[src/rtl/prf_timing_ctrl.sv]
// Pulse-repetition timing controller: sequences PRF_N PRTs per CPI, gating TX,
// blanking, and opening a receive window with a per-sample range bin.
module prf_timing_ctrl #(
  parameter int PRF_N     = 10,
  parameter int PRT_CYC   = 12000,
  parameter int TX_CYC    = 1200,
  parameter int BLANK_CYC = 120,
  parameter int RX_CYC    = 9600,
  parameter int CNT_W     = 16,
  parameter int IDX_W     = 8
) (
  input  logic             clk,
  input  logic             rst,
  input  logic             start,
  input  logic             cont,
  input  logic             abort,
  output logic             busy,
  output logic             tx_en,
  output logic             rx_gate,
  output logic             prt_start,
  output logic             cpi_done,
  output logic [IDX_W-1:0] pulse_idx,
  output logic [CNT_W-1:0] range_bin
);

  localparam logic [CNT_W-1:0] TX_LAST    = CNT_W'(TX_CYC - 1);
  localparam logic [CNT_W-1:0] BLANK_LAST = CNT_W'(TX_CYC + BLANK_CYC - 1);
  localparam logic [CNT_W-1:0] RX_LAST    = CNT_W'(TX_CYC + BLANK_CYC + RX_CYC - 1);
  localparam logic [CNT_W-1:0] PRT_LAST   = CNT_W'(PRT_CYC - 1);
  localparam logic [CNT_W-1:0] RX_OFF     = CNT_W'(TX_CYC + BLANK_CYC);
  localparam logic [CNT_W-1:0] CYC_ONE    = CNT_W'(1);
  localparam logic [IDX_W-1:0] IDX_LAST   = IDX_W'(PRF_N - 1);
  localparam logic [IDX_W-1:0] IDX_ONE    = IDX_W'(1);

  typedef enum logic [2:0] {IDLE, TX, BLANK, RX, WAIT} state_t;

  state_t           state, state_nx;
  logic [CNT_W-1:0] cyc, cyc_nx;
  logic [IDX_W-1:0] idx, idx_nx;

  logic             busy_d, tx_d, rx_d, prt_d, done_d;
  logic [CNT_W-1:0] rb_d;

  // Outputs are registered from the next-state values so they line up with state.
  always_ff @(posedge clk) begin
    if (!rst) begin
      state     <= IDLE;
      cyc       <= '0;
      idx       <= '0;
      busy      <= 1'b0;
      tx_en     <= 1'b0;
      rx_gate   <= 1'b0;
      prt_start <= 1'b0;
      cpi_done  <= 1'b0;
      range_bin <= '0;
    end else begin
      state     <= state_nx;
      cyc       <= cyc_nx;
      idx       <= idx_nx;
      busy      <= busy_d;
      tx_en     <= tx_d;
      rx_gate   <= rx_d;
      prt_start <= prt_d;
      cpi_done  <= done_d;
      range_bin <= rb_d;
    end
  end

  assign pulse_idx = idx;

  always_comb begin
    state_nx = state;
    cyc_nx   = cyc;
    idx_nx   = idx;
    if (abort) begin
      state_nx = IDLE;
      cyc_nx   = '0;
      idx_nx   = '0;
    end else if (state == IDLE) begin
      if (start) begin
        state_nx = TX;
        cyc_nx   = '0;
        idx_nx   = '0;
      end
    end else if (cyc == PRT_LAST) begin
      // End of PRT takes precedence, which also covers a receive window ending on the last cycle.
      cyc_nx = '0;
      if (idx != IDX_LAST) begin
        state_nx = TX;
        idx_nx   = idx + IDX_ONE;
      end else begin
        state_nx = cont ? TX : IDLE;
        idx_nx   = '0;
      end
    end else begin
      cyc_nx = cyc + CYC_ONE;
      case (state)
        TX:      if (cyc == TX_LAST)    state_nx = BLANK;
        BLANK:   if (cyc == BLANK_LAST) state_nx = RX;
        RX:      if (cyc == RX_LAST)    state_nx = WAIT;
        WAIT:    state_nx = WAIT;
        default: state_nx = IDLE;
      endcase
    end
  end

  always_comb begin
    busy_d = (state_nx != IDLE);
    tx_d   = (state_nx == TX);
    rx_d   = (state_nx == RX);
    prt_d  = (state_nx == TX) && (cyc_nx == '0);
    done_d = (state_nx != IDLE) && (cyc_nx == PRT_LAST) && (idx_nx == IDX_LAST);
    rb_d   = rx_d ? (cyc_nx - RX_OFF) : '0;
  end

endmodule

[config.mk]
export PLATFORM = sky130hd
export DESIGN_NAME = prf_timing_ctrl
export DESIGN_NICKNAME = d
export VERILOG_FILES = /design/src/rtl/prf_timing_ctrl.sv
export SDC_FILE = /design/constraint.sdc
export NUM_CORES = 1
export LEC_CHECK = 0
export BUFFER_PORTS_ARGS = -buffer_cell sky130_fd_sc_hd__buf_2
export CAP_MARGIN = 10
export CORE_AREA = 3 3 79 81
export DETAILED_ROUTE_END_ITERATION = 8
export DIE_AREA = 0 0 82 84
export PLACE_DENSITY = 0.69
export SLEW_MARGIN = 0
export SYNTH_ARGS = -nofsm -noshare
export SYNTH_HDL_FRONTEND = slang
export SYNTH_SLANG_ARGS = --single-unit
[constraint.sdc]
create_clock -name clk -period 4.8 [get_ports clk]
set_input_delay 1.44 -clock clk [delete_from_list [all_inputs] [get_ports clk]]
set_output_delay 1.44 -clock clk [all_outputs]
set_load 0.005 [all_outputs]
Word-level counts from Yosys, hierarchy flattened
Cells that the tools add are included.
Widths: inputs -> output; s select.

word-level totals
  register bits = 48
  input port bits = 5
  output and inout port bits = 29

cells by class
  add/subtract/negate cells = 3
  eq/ne operators = 13
  mux-type cells = 19
  reductions and logical operators = 7

operators by type and width
  kind                    number
  $mux 16                 4
  $eq 16x14->1 const B    3
  $mux 8                  5
  $eq 16x11->1 const B    2
  $mux 3                  7
  $add 16x1->16 const B   1
  $logic_not 16->1        1
  $sub 16x11->16 const B  1
  $pmux 3 s4              1
  $eq 3x2->1 const B      3
  $add 8x1->8 const B     1
  $eq 8x4->1 const B      1
  $ne 8x4->1 const B      1
  $eq 3x1->1 const B      2
  $eq 3x3->1 const B      1
  $logic_and 1x1->1       3
  $logic_not 3->1         1
  $reduce_bool 3->1       1
  $mux 1                  2
  $reduce_and 2->1        1

Logic depth before layout (Yosys ltp)
  depth after elaboration = 9
  mapped depth = 16
  depth with buffers taken out = 15

Worst setup path before layout
OpenSTA, ideal clock, no wires.

  path kind = input -> register
  from = in start
  to = reg range_bin[15]
  library setup time = 0.132 ns
  arrival time = 4.064 ns
  setup slack = 0.604 ns
  stages on the path = 12
  buffers on the path = 1
  path through = or4_1 -> buf_2 -> o21ai_1 -> a21oi_1 -> or2_1 -> ha_1 -> or4_1 -> o211a_1 -> nor2b_1 -> a211oi_2 -> or4_1 -> a21oi_1

between the ends
  word-level cells in the longest chain between the ends = 5
  elaborated cells on any way between the ends = 9
  those cells by class = 1 x add/sub; 1 x eq/ne; 6 x mux; 1 x reduce/logical

RTL lines
  item                                                                    RTL line  text
  start: declaration                                                      14        input logic start,
  parallel branches: the longest is 5 deep, another holds $sub 16x11->16  --
  end signal: assignment                                                  65        range_bin <= rb_d;
  end: declaration                                                        23        output logic [CNT_W-1:0] range_bin

Several ways; the timed one is not identified.
A chain may end at the register's enable or synchronous reset.

Worst setup path in the final report
Ends and elaborated chain as after synthesis.

==> results.sh <==
export IMPL_fin_tns_setup_ps=0
export IMPL_fin_crit_ps=4150
export IMPL_htreeDepth=2
export IMPL_clkSinkCount=48
export IMPL_wl_met1_um=3470
export IMPL_routed_wl_um=8080
export IMPL_final_cell_mix="dfxtp_1, nor2_1, buf_2, nand2_1, a21oi_1"
export IMPL_initial_core_util_pct=50.8
export IMPL_reg2reg_from="cyc[0]"
export IMPL_dieHeight_um=84
export IMPL_cts_buffer_depth=2
export IMPL_yosysWarnings=0
export IMPL_worstSetupStartpoint="start"
export IMPL_finalNetCount=396
export IMPL_diodes=0
export IMPL_cts_reportedPaths_clkPinSlew_ps=90
export IMPL_final_setup_skew_ps=3.49
export IMPL_slowest_delay_ps=520
export IMPL_outcome="finished clean"
export IMPL_dieWidth_um=82
export IMPL_worstSetupPathType="primary input to register"
export IMPL_min_from="pulse_idx[5]"
export IMPL_powerDensity_nw_per_um2=234
export IMPL_detail_route_first_pass_iterations=5
export IMPL_io_pins=34
export IMPL_worst_ep_arrival_time_ps=4320
export IMPL_grtUsageTotal_pct=24.9
export IMPL_cts_tree="yes"
export IMPL_synthArstFlopShare_pct=0
export IMPL_io_buffers=33
export IMPL_wl_per_cell_um=17.6
export IMPL_yosys_most_used_dff="dfxtp_1"
export IMPL_maxSlewViolCount=0
export IMPL_worst_path_max_fanout=5
export IMPL_cts_setup_buffers=0
export IMPL_holdBufCountCts=0
export IMPL_cap_violations=0
export IMPL_drcViolationCount=0
export IMPL_vdd_drop_max_uv=151
export IMPL_syn_nets=368
export IMPL_vias_per_cell=6.24
export IMPL_post_route_period_util_pct=86.5
export IMPL_mappedNetlistArea_um2=2810
export IMPL_route_met3_wl_um=549
export IMPL_drive_gt1_share_pct=14.4
export IMPL_hp_class="register to register"
export IMPL_final_util_pct=56.5
export IMPL_synth_avg_cell_area_um2=7.83
export IMPL_crit_buf_inv=1
export IMPL_critical_path_top_delay_family="simple AND/OR/NAND/NOR gates"
export IMPL_seq_area_frac_synth_pct=34.2
export IMPL_root_buffer="clkbuf_8"
export IMPL_tightest_slew_ps=857
export IMPL_grt_start_max_net_pins=17
export IMPL_p_leak_nw=1.32
export IMPL_final_common_cell="dfxtp_1"
export IMPL_ys_ff_latch=48
export IMPL_cts_buffers=5
export IMPL_slew_headroom_pct=42.6
export IMPL_critPathCaptureType="register"
export IMPL_synth_cells=359
export IMPL_hold_viol=0
export IMPL_first_iter_violations=287
export IMPL_route_antenna_remaining_nets=0
export IMPL_dp_hpwl_um=5940
export IMPL_max_clock_freq_mhz=241
export IMPL_gp_congestion=0.890
export IMPL_post_synth_num_cell_types=67
export IMPL_cts_resized=0
export IMPL_via_count=2869
export IMPL_synth_edff_count=0
export IMPL_syn_to_final_growth_pct=11.3
export IMPL_core_region_area_um2=5540
export IMPL_path_cells="buf_2 -> or4_1 -> o21ai_1 -> a21oi_1 -> or2_1 -> ha_1 -> or4_1 -> o211a_1 -> nor2b_1 -> a211oi_2 -> or4_1 -> a21oi_1"
export IMPL_dieArea_um2=6890
export IMPL_dr_wl_met2_um=3890
export IMPL_grt_pass1_vias=2691
export IMPL_rows=27
export IMPL_setup_viol=0
export IMPL_antenna_found_initial=0
export IMPL_fillers=553
export IMPL_top_layer="met4"
export IMPL_worstSetupStartpointType="primary input"
export IMPL_path_common_cell="or4_1"
export IMPL_clkLatencyLatePin_ps=300
export IMPL_required_ps=4970
export IMPL_worst_path_max_delay_cell="or4_1"
export IMPL_rsz0062_at_grt="no"
export IMPL_grt_remaining_overflow=0
export IMPL_grt_pass1_wl_um=13400
==> final cells by class <==
| type | count | area [µm²] | share of cell area, % |
|---|---|---|---|
| flip-flops and latches | 48 | 961 | 30.7 |
| clock inverters | 2 | 35.0 | 1.12 |
| inverters | 12 | 45.0 | 1.44 |
| repair buffers | 39 | 210 | 6.72 |
| well taps | 72 | 90.1 | 2.88 |
| multi-input cells | 281 | 1720 | 54.8 |
| clock buffers | 6 | 72.6 | 2.32 |
==> final timing paths <==
| kind | depth (start not counted) | slack, ps | endpoint |
|---|---|---|---|
| max reg2reg | 14 | 830 | range_bin[15] |
| max | 12 | 650 | range_bin[15] |
| min | 2 | 580 | pulse_idx[5] |
| min reg2reg | 2 | 580 | pulse_idx[5] |
==> report_power, final <==
group          total, mW  switching (mW)  internal (mW)  leakage (nW)
combinational     0.0386          0.0264         0.0121         0.875
clock              0.293           0.139          0.155        0.0552
sequential         0.401         0.00151          0.400         0.387
==> per-layer routing <==
layer,GRT usage (%),vias to the layer above
li1,-,1378
met1,32.5,1353
met2,41.3,119
met3,3.78,19
met4,7.85,0
met5,0,-
==> tightest hold or removal path, cell delays in order, from the launching register on <==
cell and delay (ps):
dfxtp_1 380, nand2_1 100, a21oi_1 60
==> sequential cells by signal, summed over array words and instances (netlist names) <==
signal / flops
busy: 1
cpi_done: 1
cyc: 16
prt_start: 1
pulse_idx: 8
range_bin: 16
rx_gate: 1
state: 3
tx_en: 1
==> synthesized netlist by cell type, types with 2 or more instances <==
cell type   n  area [µm²]
nand3_1    22         110
o2111ai_1   3        26.3
o31ai_1     3        22.5
nor2_1     41         154
xor2_1      2        17.5
mux2i_1     3        30.0
ha_1        4        50.1
a22o_1      3        26.3
or3_1      11        68.8
nand2_1    27         101
inv_1      11        41.3
xnor2_1     4        35.0
o21ai_0     8        40.0
nor3_1     13        65.1
a41oi_1     3        26.3
and3_1     11        68.8
nand4b_1    4        35.0
nor2b_1     2        12.5
clkbuf_1    8        30.0
o21a_1      2        15.0
or4_1       5        37.5
nand4_1    12        75.1
or2_1       2        12.5
nor2_2      2        12.5
a21o_1      3        22.5
buf_2       6        30.0
nor3b_1     2        15.0
and4_1      6        52.6
a21boi_0    2        15.0
a21oi_1    23         115
nor4_1      5        31.3
o21ai_1     5        25.0
dfxtp_1    48         961
a31oi_1     7        43.8
o31a_1      3        26.3
nand2b_1    3        18.8
and2_1      9        56.3
buf_4       2        15.0
==> kinds of logic (layout without fill, tap and decap cells) <==
family          Yosys count  count (layout)  share of synthesized area [%]
simple gates            189             189                           36.7
compound gates           79              79                           19.5
flops                    48              48                           34.2
buf+inv                  30              59                           4.85
xor+xnor                  6               6                           1.87
fa+ha+maj                 4               4                           1.78
mux                       3               3                           1.07
==> per-stage QoR <==
step	power (mW)	hold slack (ps)	cell area [µm²]	std cells	setup slack [ps]
final	0.733	580	3130	460	650
after CTS	0.736	588	3130	460	669
after detailed placement	0.449	571	3020	452	358
after global routing	0.758	631	3130	460	496
after floorplan	0.433	528	2810	359	604
after global placement	0.448	558	3020	452	389
No activity file was read; power rests on OpenSTA's default activity.
